[src/rtl/serv_wb_arb_pkg.sv]
// serv_wb_arb_pkg: shared types and constants for the SERV memory-bus arbiter.
// The optional watchdog is enabled with the SERV_WB_ARB_TIMEOUT_EN macro.
package serv_wb_arb_pkg;

  // Arbiter state: IDLE between transfers, BUSY while a master owns the slave.
  typedef enum logic {
    ST_IDLE = 1'b0,
    ST_BUSY = 1'b1
  } state_e;

  // One-hot owner encoding, also driven out on o_grant.
  localparam logic [1:0] GNT_NONE = 2'b00;
  localparam logic [1:0] GNT_M0   = 2'b01;
  localparam logic [1:0] GNT_M1   = 2'b10;

  // Read data handed back when the watchdog terminates a hung transfer.
  localparam logic [31:0] TIMEOUT_RDT_DEFAULT = 32'hDEAD_BEEF;

  // One master's Wishbone request bundle, so the owner mux is a single select.
  typedef struct packed {
    logic [31:0] adr;
    logic [31:0] dat;
    logic [3:0]  sel;
    logic        we;
    logic        stb;
  } wb_req_t;

endpackage

[src/rtl/serv_wb_arb_timeout.sv]
// serv_wb_arb_timeout: watchdog counter for the arbiter's BUSY state.
// Only instantiated when SERV_WB_ARB_TIMEOUT_EN is defined.
// o_tc is high in the TIMEOUT_CYCLES-th consecutive enabled cycle after a clear.
module serv_wb_arb_timeout #(
  parameter int unsigned TIMEOUT_CYCLES = 255
) (
  input  logic i_clk,
  input  logic i_rst,
  input  logic i_clr,
  input  logic i_en,
  output logic o_tc
);

  // Count runs 0..TIMEOUT_CYCLES-1, so the terminal value lands on the Nth cycle.
  localparam logic [15:0] LAST_CNT = 16'(TIMEOUT_CYCLES - 1);

  logic [15:0] cnt_q;
  logic [15:0] cnt_d;

  assign o_tc = i_en && (cnt_q == LAST_CNT);

  // Next count: clear wins, otherwise advance while enabled and not yet terminal.
  always_comb begin
    // NOTE: default first so every path assigns cnt_d and no latch is inferred.
    cnt_d = cnt_q;
    if (i_clr) begin
      cnt_d = '0;
    end else if (i_en && !o_tc) begin
      cnt_d = cnt_q + 16'd1;
    end
  end

  // Count register with synchronous reset.
  always_ff @(posedge i_clk) begin
    // NOTE: non-blocking assignment so all registers update together at the edge.
    if (i_rst) begin
      cnt_q <= '0;
    end else begin
      cnt_q <= cnt_d;
    end
  end

endmodule

[src/rtl/serv_wb_arbiter.sv]
// serv_wb_arbiter: two-master, one-slave Wishbone classic round-robin arbiter
// sharing the SERV program/data RAM between the CPU (m0) and SPI bridge (m1).
// Define SERV_WB_ARB_TIMEOUT_EN to add a watchdog that terminates hung transfers.
module serv_wb_arbiter
  import serv_wb_arb_pkg::*;
#(
  parameter int unsigned  TIMEOUT_CYCLES = 255,
  parameter logic [31:0]  TIMEOUT_RDT    = TIMEOUT_RDT_DEFAULT
) (
  input  logic        i_clk,
  input  logic        i_rst,
  // master 0: SERV CPU memory port
  input  logic [31:0] i_m0_wb_adr,
  input  logic [31:0] i_m0_wb_dat,
  input  logic [3:0]  i_m0_wb_sel,
  input  logic        i_m0_wb_we,
  input  logic        i_m0_wb_stb,
  output logic [31:0] o_m0_wb_rdt,
  output logic        o_m0_wb_ack,
  // master 1: SPI host bridge
  input  logic [31:0] i_m1_wb_adr,
  input  logic [31:0] i_m1_wb_dat,
  input  logic [3:0]  i_m1_wb_sel,
  input  logic        i_m1_wb_we,
  input  logic        i_m1_wb_stb,
  output logic [31:0] o_m1_wb_rdt,
  output logic        o_m1_wb_ack,
  // slave: shared RAM
  output logic [31:0] o_s_wb_adr,
  output logic [31:0] o_s_wb_dat,
  output logic [3:0]  o_s_wb_sel,
  output logic        o_s_wb_we,
  output logic        o_s_wb_stb,
  output logic        o_s_wb_cyc,
  input  logic [31:0] i_s_wb_rdt,
  input  logic        i_s_wb_ack,
  // status
  output logic [1:0]  o_grant,
  output logic        o_timeout
);

  // Reject illegal watchdog lengths at elaboration.
  if (TIMEOUT_CYCLES < 2 || TIMEOUT_CYCLES > 65535) begin : g_bad_timeout
    $error("serv_wb_arbiter: TIMEOUT_CYCLES must be in 2..65535");
  end

  state_e      state_q, state_d;
  logic [1:0]  grant_q, grant_d;
  logic        last_q, last_d;    // most recent owner: 0 = m0, 1 = m1

  wb_req_t     m0_req, m1_req, own_req;
  logic        busy;
  logic        slv_ack;           // slave ack accepted for the live owner
  logic        abort;             // owner withdrew stb before any ack
  logic        tmo_tc;            // watchdog terminal count this cycle
  logic        tmo_fire;          // transfer force-terminated this cycle
  logic        done;              // owner gets its ack this cycle
  logic [31:0] rdt_bus;

  assign m0_req = '{adr: i_m0_wb_adr, dat: i_m0_wb_dat, sel: i_m0_wb_sel,
                    we: i_m0_wb_we, stb: i_m0_wb_stb};
  assign m1_req = '{adr: i_m1_wb_adr, dat: i_m1_wb_dat, sel: i_m1_wb_sel,
                    we: i_m1_wb_we, stb: i_m1_wb_stb};

  assign busy = (state_q == ST_BUSY);

  // Owner request mux, selected by the registered grant (zero when idle).
  always_comb begin
    own_req = '0;
    case (grant_q)
      GNT_M0:  own_req = m0_req;
      GNT_M1:  own_req = m1_req;
      default: own_req = '0;
    endcase
  end

`ifdef SERV_WB_ARB_TIMEOUT_EN
  // Held clear while idle so every BUSY period counts from zero.
  serv_wb_arb_timeout #(
    .TIMEOUT_CYCLES (TIMEOUT_CYCLES)
  ) u_timeout (
    .i_clk (i_clk),
    .i_rst (i_rst),
    .i_clr (!busy),
    .i_en  (busy),
    .o_tc  (tmo_tc)
  );
`else
  assign tmo_tc = 1'b0;
`endif

  // A real slave ack beats a coincident terminal count; an abort suppresses both.
  assign slv_ack  = busy && own_req.stb && i_s_wb_ack;
  assign abort    = busy && !own_req.stb;
  assign tmo_fire = busy && own_req.stb && !i_s_wb_ack && tmo_tc;
  assign done     = slv_ack || tmo_fire;

  // Slave side: mirrors the owner during BUSY, all zero when idle.
  assign o_s_wb_adr = own_req.adr;
  assign o_s_wb_dat = own_req.dat;
  assign o_s_wb_sel = own_req.sel;
  assign o_s_wb_we  = own_req.we;
  assign o_s_wb_stb = busy;
  assign o_s_wb_cyc = busy;

  // Master side: ack only to the owner; read data broadcast, except the
  // owner sees the fixed pattern on a forced termination.
  assign rdt_bus     = busy ? i_s_wb_rdt : '0;
  assign o_m0_wb_ack = done && (grant_q == GNT_M0);
  assign o_m1_wb_ack = done && (grant_q == GNT_M1);
  assign o_m0_wb_rdt = (tmo_fire && grant_q == GNT_M0) ? TIMEOUT_RDT : rdt_bus;
  assign o_m1_wb_rdt = (tmo_fire && grant_q == GNT_M1) ? TIMEOUT_RDT : rdt_bus;

  assign o_grant   = grant_q;
  assign o_timeout = tmo_fire;

  // Next-state logic: round-robin pick in IDLE, release on ack/abort/timeout.
  always_comb begin
    state_d = state_q;
    grant_d = grant_q;
    last_d  = last_q;
    case (state_q)
      ST_IDLE: begin
        if (i_m0_wb_stb && (!i_m1_wb_stb || last_q)) begin
          state_d = ST_BUSY;
          grant_d = GNT_M0;
          last_d  = 1'b0;
        end else if (i_m1_wb_stb) begin
          state_d = ST_BUSY;
          grant_d = GNT_M1;
          last_d  = 1'b1;
        end
      end
      ST_BUSY: begin
        if (done || abort) begin
          state_d = ST_IDLE;
          grant_d = GNT_NONE;
        end
      end
      default: begin
        state_d = ST_IDLE;
        grant_d = GNT_NONE;
      end
    endcase
  end

  // State, grant and round-robin pointer; m1 as last owner lets the CPU win first.
  always_ff @(posedge i_clk) begin
    if (i_rst) begin
      state_q <= ST_IDLE;
      grant_q <= GNT_NONE;
      last_q  <= 1'b1;
    end else begin
      state_q <= state_d;
      grant_q <= grant_d;
      last_q  <= last_d;
    end
  end

endmodule
[config.mk]
export PLATFORM = sky130hd
export DESIGN_NAME = serv_wb_arbiter
export DESIGN_NICKNAME = d
export VERILOG_FILES = /design/src/rtl/serv_wb_arb_pkg.sv /design/src/rtl/serv_wb_arb_timeout.sv /design/src/rtl/serv_wb_arbiter.sv
export SDC_FILE = /design/constraint.sdc
export NUM_CORES = 1
export LEC_CHECK = 0
export BUFFER_PORTS_ARGS = -buffer_cell sky130_fd_sc_hd__buf_2
export CAP_MARGIN = 5
export CORE_AREA = 3 3 123 125
export DETAILED_ROUTE_END_ITERATION = 12
export DIE_AREA = 0 0 126 128
export GPL_ROUTABILITY_DRIVEN = 0
export PLACE_DENSITY = 0.45
export SLEW_MARGIN = 20
export SYNTH_ARGS = -nofsm -noshare
export SYNTH_HDL_FRONTEND = slang
export SYNTH_SLANG_ARGS = --single-unit
export TNS_END_PERCENT = 20
[constraint.sdc]
create_clock -name i_clk -period 2.07 [get_ports i_clk]
set_input_delay 0.3105 -clock i_clk [delete_from_list [all_inputs] [get_ports i_clk]]
set_output_delay 0.3105 -clock i_clk [all_outputs]
set_load 0.01 [all_outputs]
==> impl_metrics.tcl, run 1 <==
set metrics [dict create \
    design_area_mm2 0.003173 \
    first_iter_violations 99 \
    ys.warnings.count 0 \
    period_share 0.9149 \
    ys_seq_area_frac 0.05051 \
    syn_area_per_cell_um2 6.144 \
    p_total_mw 1.055 \
    hold_viol 0 \
    dr.pass1.iters 4 \
    hold_path.class "primary input to register" \
    setup_tns_ns 0 \
    io_pins 315 \
    grt_max_degree 71 \
    synth.distinct_cells 22 \
    syn_nets 435 \
    skew_ns 0.002504 \
    tritoncts "built" \
    fmax_ghz 0.5280 \
    drt-total-wl_um 9012 \
    worstPathRequired_ns 1.76 \
    nets 697 \
    power.internal_mw 0.6432 \
    syn_inst 258 \
    clock_power_share 0.290 \
    htree_levels 1 \
    p_sw_mw 0.4121 \
    area_growth_syn_to_layout_pct 100.2 \
    critPathKind "register to output port" \
    via_per_inst 4.056 \
    die_x_um 126 \
    start_util 0.1133 \
    die_y_um 128 \
    worst-path-max-fanout 4 \
    syn_area_mm2 0.001585 \
    cts_sinks 4 \
    synthArstFlopShare 0 \
    place_area_mm2 0.003098 \
    avgRoutedWirePerCell_um 12.91 \
    hpwl_um 7606 \
    drcViolationCount 0 \
    cts-root-buf "clkbuf_16" \
    fill_cells 1606 \
    p_sw_frac 0.3905 \
    hold_buffers 0 \
    ant_nets 0 \
    antennaDiodeCount 0 \
    cts_buffer_depth 2 \
    setup_violations 0 \
    clk_pin_slew_worst_paths_ns 0.03 \
    rows 43 \
    synth.area.top_cells "a22oi_1 (33%), nor2_1 (17%), buf_4 (17%), and2_1 (13%), clkbuf_1 (5.9%)" \
    dp_cells 695 \
    numCtsBuffers 3 \
    synth_commonest_cells "nor2_1 (71), a22oi_1 (70), buf_4 (35)" \
    p_seq_frac 0.085 \
    antenna_found_initial 0 \
    worst_setup_path_start_kind "register" \
    period_needed_ns 1.894 \
    fp.coreArea_mm2 0.01399 \
    io_buffers 313 \
    synth.most_common_cell "nor2_1" \
    grt_setup_unrepaired "false" \
    synthFlopType "dfxtp_1" \
    final_util 0.2268 \
    post_cts_buffers 0 \
    finalMaxSlewViolations 0 \
    leakage_nw 1.862 \
    ys_seq_elements 4 \
    grt_pass1_vias 2660 \
    clkLatencyLatePin_ns 0.23 \
    crit_path_end_kind "output port" \
    grtUsageTotal 0.09703 \
    holdWs_ns 0.3124 \
    die-area_mm2 0.01613 \
    grt_pass1_wl_um 13110 \
    drive_gt1_frac 0.6293 \
    ir_worst_vdd_uv 212.5 \
    p_per_area_mw_per_mm2 332.6 \
    maxCapViolations 0 \
    grt_overflow_total 0 \
    fin_ws_ns 0.1762 \
    p_comb_frac 0.625 \
    cts_resized 0 \
    synth-edff-count 0 \
    fin_cells 698 \
    synth_top_area_share 0.3315 \
    status "finished, final reports clean" \
    yosysTopAreaCell "a22oi_1" \
    place_ws_ns 0.3731 \
    worstPathArrival_ns 1.58 \
    num_vias 2831 \
]
## critical path, cell delays in order, from the launching register on
cell     delay, ns
dfxtp_1       0.34
inv_1         0.08
ha_2          0.32
nor3b_1       0.30
and3_1        0.19
buf_2         0.12
## cells in the final DEF, fill, tap and decap left out, types with 3 or more instances in the layout
cell,count
buf_2,313
a22oi_1,70
buf_4,3
clkbuf_16,3
and2_1,32
nor2_1,71
dfxtp_1,4
buf_12,3
## path summary, 6_finish.rpt
| path | from | to | slack (ns) | cells past startpoint |
|---|---|---|---|---|
| setup reg to reg | o_grant[0] | o_grant[0] | 0.45 | 4 |
| hold / removal | i_rst | o_s_wb_cyc | 0.31 | 2 |
| setup / recovery | o_grant[0] | o_m1_wb_ack | 0.18 | 5 |
| hold reg to reg | last_q | last_q | 0.51 | 1 |
## area by class of cell
cell class              count  area [um2]  share of cell area
flip-flops and latches      4       80.08             0.02524
multi-input cells         190        1136              0.3580
well taps                 180       225.2             0.07098
clock buffers               3       75.07             0.02366
repair buffers            319        1649              0.5197
inverters                   2       7.507            0.002366
## power groups by stage
stage                     registers (mW)  clock network, mW  logic [mW]
after detailed placement          0.0912                  0       0.668
final                             0.0900              0.306       0.660
after global placement            0.0913                  0       0.675
after global routing              0.0915              0.318       0.727
after CTS                         0.0903              0.309       0.671
after floorplan                   0.0911                  0       0.362
## registers in the layout (all words and copies together) (netlist names)
signal / flops
o_s_wb_cyc: 1
o_grant: 2
last_q: 1
## layer usage
metal | vias up | global-route usage | share of wire
met3 | 7 | 0.02500 | 0.10
li1 | 1397 | - | -
met5 | - | 0 | 0
met2 | 194 | 0.1919 | 0.52
met4 | 0 | 0.01388 | 0.0068
met1 | 1233 | 0.1053 | 0.37
## logic make-up after synthesis
kind of cell               share of synthesized area
and+or+nand+nor                               0.3283
DFF                                          0.05052
other                                       0.002366
buffers and inverters                         0.2360
AOI/OAI and AO/OA                             0.3670
adders and majority gates                    0.01578
Note: power is estimated with default switching activity, not from simulation.
==> run 2, diff against run 1 <==
BUFFER_PORTS_ARGS = unset   (was -buffer_cell sky130_fd_sc_hd__buf_2)
CORE_AREA = 3 3 121 123   (was 3 3 123 125)
DIE_AREA = 0 0 124 126   (was 0 0 126 128)
DONT_BUFFER_PORTS = 1   (was unset)
PLACE_DENSITY = 0.3   (was 0.45)
==> impl_metrics.tcl, run 2 (synthesis gave the netlist of run 1 again) <==
set metrics [dict create \
    status "finished, final reports clean" \
    fmax_ghz 0.5080 \
    wl_met2_um 3520 \
    fin_cells 386 \
    drive_gt1_frac 0.08252 \
    io_pins 315 \
    p_seq_frac 0.122 \
    cts_buffer_depth 2 \
    r2r_start "o_grant[0]" \
    die-area_mm2 0.01562 \
    hold_viol 0 \
    die_y_um 126 \
    ff2ff_setup_slack_ns 0.28 \
    clock_power_share 0.389 \
    clkLatencyLatePin_ns 0.22 \
    worstPathRequired_ns 1.76 \
    leakage_nw 0.4459 \
    via_per_inst 4.557 \
    setup_tns_ns 0 \
    period_needed_ns 1.969 \
    top_layer "met4" \
    htree_levels 1 \
    grt_overflow_total 0 \
    grt_pass1_wl_um 7976 \
    die_x_um 124 \
    p_per_area_mw_per_mm2 476.9 \
    mostFrequentLayoutCells "nor2_1 (71), a22oi_1 (68), and2_1 (32), dfxtp_1 (4), buf_4 (4)" \
    reg2reg_to "o_grant[1]" \
    rows 43 \
    worst_setup_path_start_kind "register" \
    design_area_mm2 0.001629 \
    met3_length_um 642 \
    numCtsBuffers 3 \
    drt-total-wl_um 6480 \
    first_iter_violations 51 \
    finalMaxSlewViolations 0 \
    post_cts_buffers 0 \
    place_area_mm2 0.001539 \
    cts-root-buf "clkbuf_16" \
    tritoncts "built" \
    io_buffers 0 \
    start_util 0.1151 \
    power.internal_mw 0.4516 \
    final_common_cell "nor2_1" \
    min_to "o_s_wb_cyc" \
    ant_nets 0 \
    hold_depth 1 \
    num_vias 1759 \
    setup_violations 0 \
    worst-path-max-fanout 70 \
    fp.coreArea_mm2 0.01377 \
    grt_max_degree 71 \
    rr_worst_depth 4 \
    largest_reg_flops 2 \
    grtUsageTotal 0.06503 \
    hp-start "i_rst" \
    crit_path_end_kind "output port" \
    grt_setup_unrepaired "false" \
    clk_pin_slew_worst_paths_ns 0.03 \
    hold_path.class "primary input to register" \
    wl_met1_um 2171 \
    worstPathArrival_ns 1.66 \
    dr.pass1.iters 4 \
    skew_ns 0.001342 \
    p_sw_mw 0.3253 \
    drcViolationCount 0 \
    hpwl_um 5395 \
    period_share 0.9511 \
    cts_sinks 4 \
    fill_cells 1588 \
    critPathKind "register to output port" \
    holdWs_ns 0.1537 \
    p_comb_frac 0.489 \
    p_sw_frac 0.4188 \
    avgRoutedWirePerCell_um 16.79 \
    ir_worst_vdd_uv 185.9 \
    nets 385 \
    antennaDiodeCount 0 \
    area_growth_syn_to_layout_pct 2.762 \
    maxCapViolations 0 \
    antenna_found_initial 0 \
    final_util 0.1183 \
    grt_pass1_vias 1541 \
    dp_cells 383 \
]
[run 2: cell count changes in the layout (fill, tap and decap cells not counted), sizes merged]
| cell | previous run | this run |
|---|---|---|
| buf | 319 | 7 |
[run 2: repair_timing]
action | 4_1_cts | 5_1_grt
endpoints found under the setup margin | 0 | 3
hold buffers | 0 | 0
gates resized for setup | 0 | 3
[run 2: worst max-delay path, cell delays in order, from the launching register on]
cell and delay [ns]:
dfxtp_1 0.41, inv_1 0.11, ha_2 0.22, buf_12 0.17, a22oi_1 0.31, nor2_1 0.12
[run 2: metal layers]
layer,up-vias,track usage
met3,8,0.008532
met5,-,0
li1,765,-
met4,0,0.02191
met2,200,0.1324
met1,786,0.06527
[run 2: layout make-up]
class                   instances  area (um2)  share of cell area
clock buffers                   3       75.07             0.04608
repair buffers                  7       90.09             0.05530
inverters                       2       7.507            0.004608
well taps                     180       225.2              0.1382
flip-flops and latches          4       80.08             0.04916
multi-input cells             190        1151              0.7066
[run 2: power groups by stage]
stage          combinational, mW  sequential [mW]  clock (mW)
2_1_floorplan              0.362           0.0911           0
3_3_place_gp               0.376           0.0960           0
3_5_place_dp               0.382           0.0957           0
4_1_cts                    0.383           0.0945       0.309
5_1_grt                    0.428           0.0957       0.312
6_report                   0.380           0.0945       0.302
[run 2: metrics by stage]
| step | setup slack (ns) | power [mW] |
|---|---|---|
| 6_report | 0.1013 | 0.7769 |
| 5_1_grt | 0.007821 | 0.8350 |
| 4_1_cts | 0.00003275 | 0.7866 |
| 3_5_place_dp | 0.2408 | 0.4781 |
| 3_3_place_gp | 0.2266 | 0.4723 |
| 2_1_floorplan | 0.1993 | 0.4530 |
[run 2: worst max-delay path by stage]
stage                    start              to  slack, ns  cells after the start
floorplan           o_grant[0]  o_s_wb_adr[11]       0.20                      6
global placement    o_grant[0]     o_m1_wb_ack       0.23                      5
detailed placement  o_grant[0]   o_s_wb_dat[3]       0.24                      6
CTS                 o_grant[0]     o_m0_wb_ack    0.00003                      5
global route        o_grant[0]     o_m1_wb_ack      0.008                      5
finish              o_grant[0]   o_s_wb_dat[9]       0.10                      5
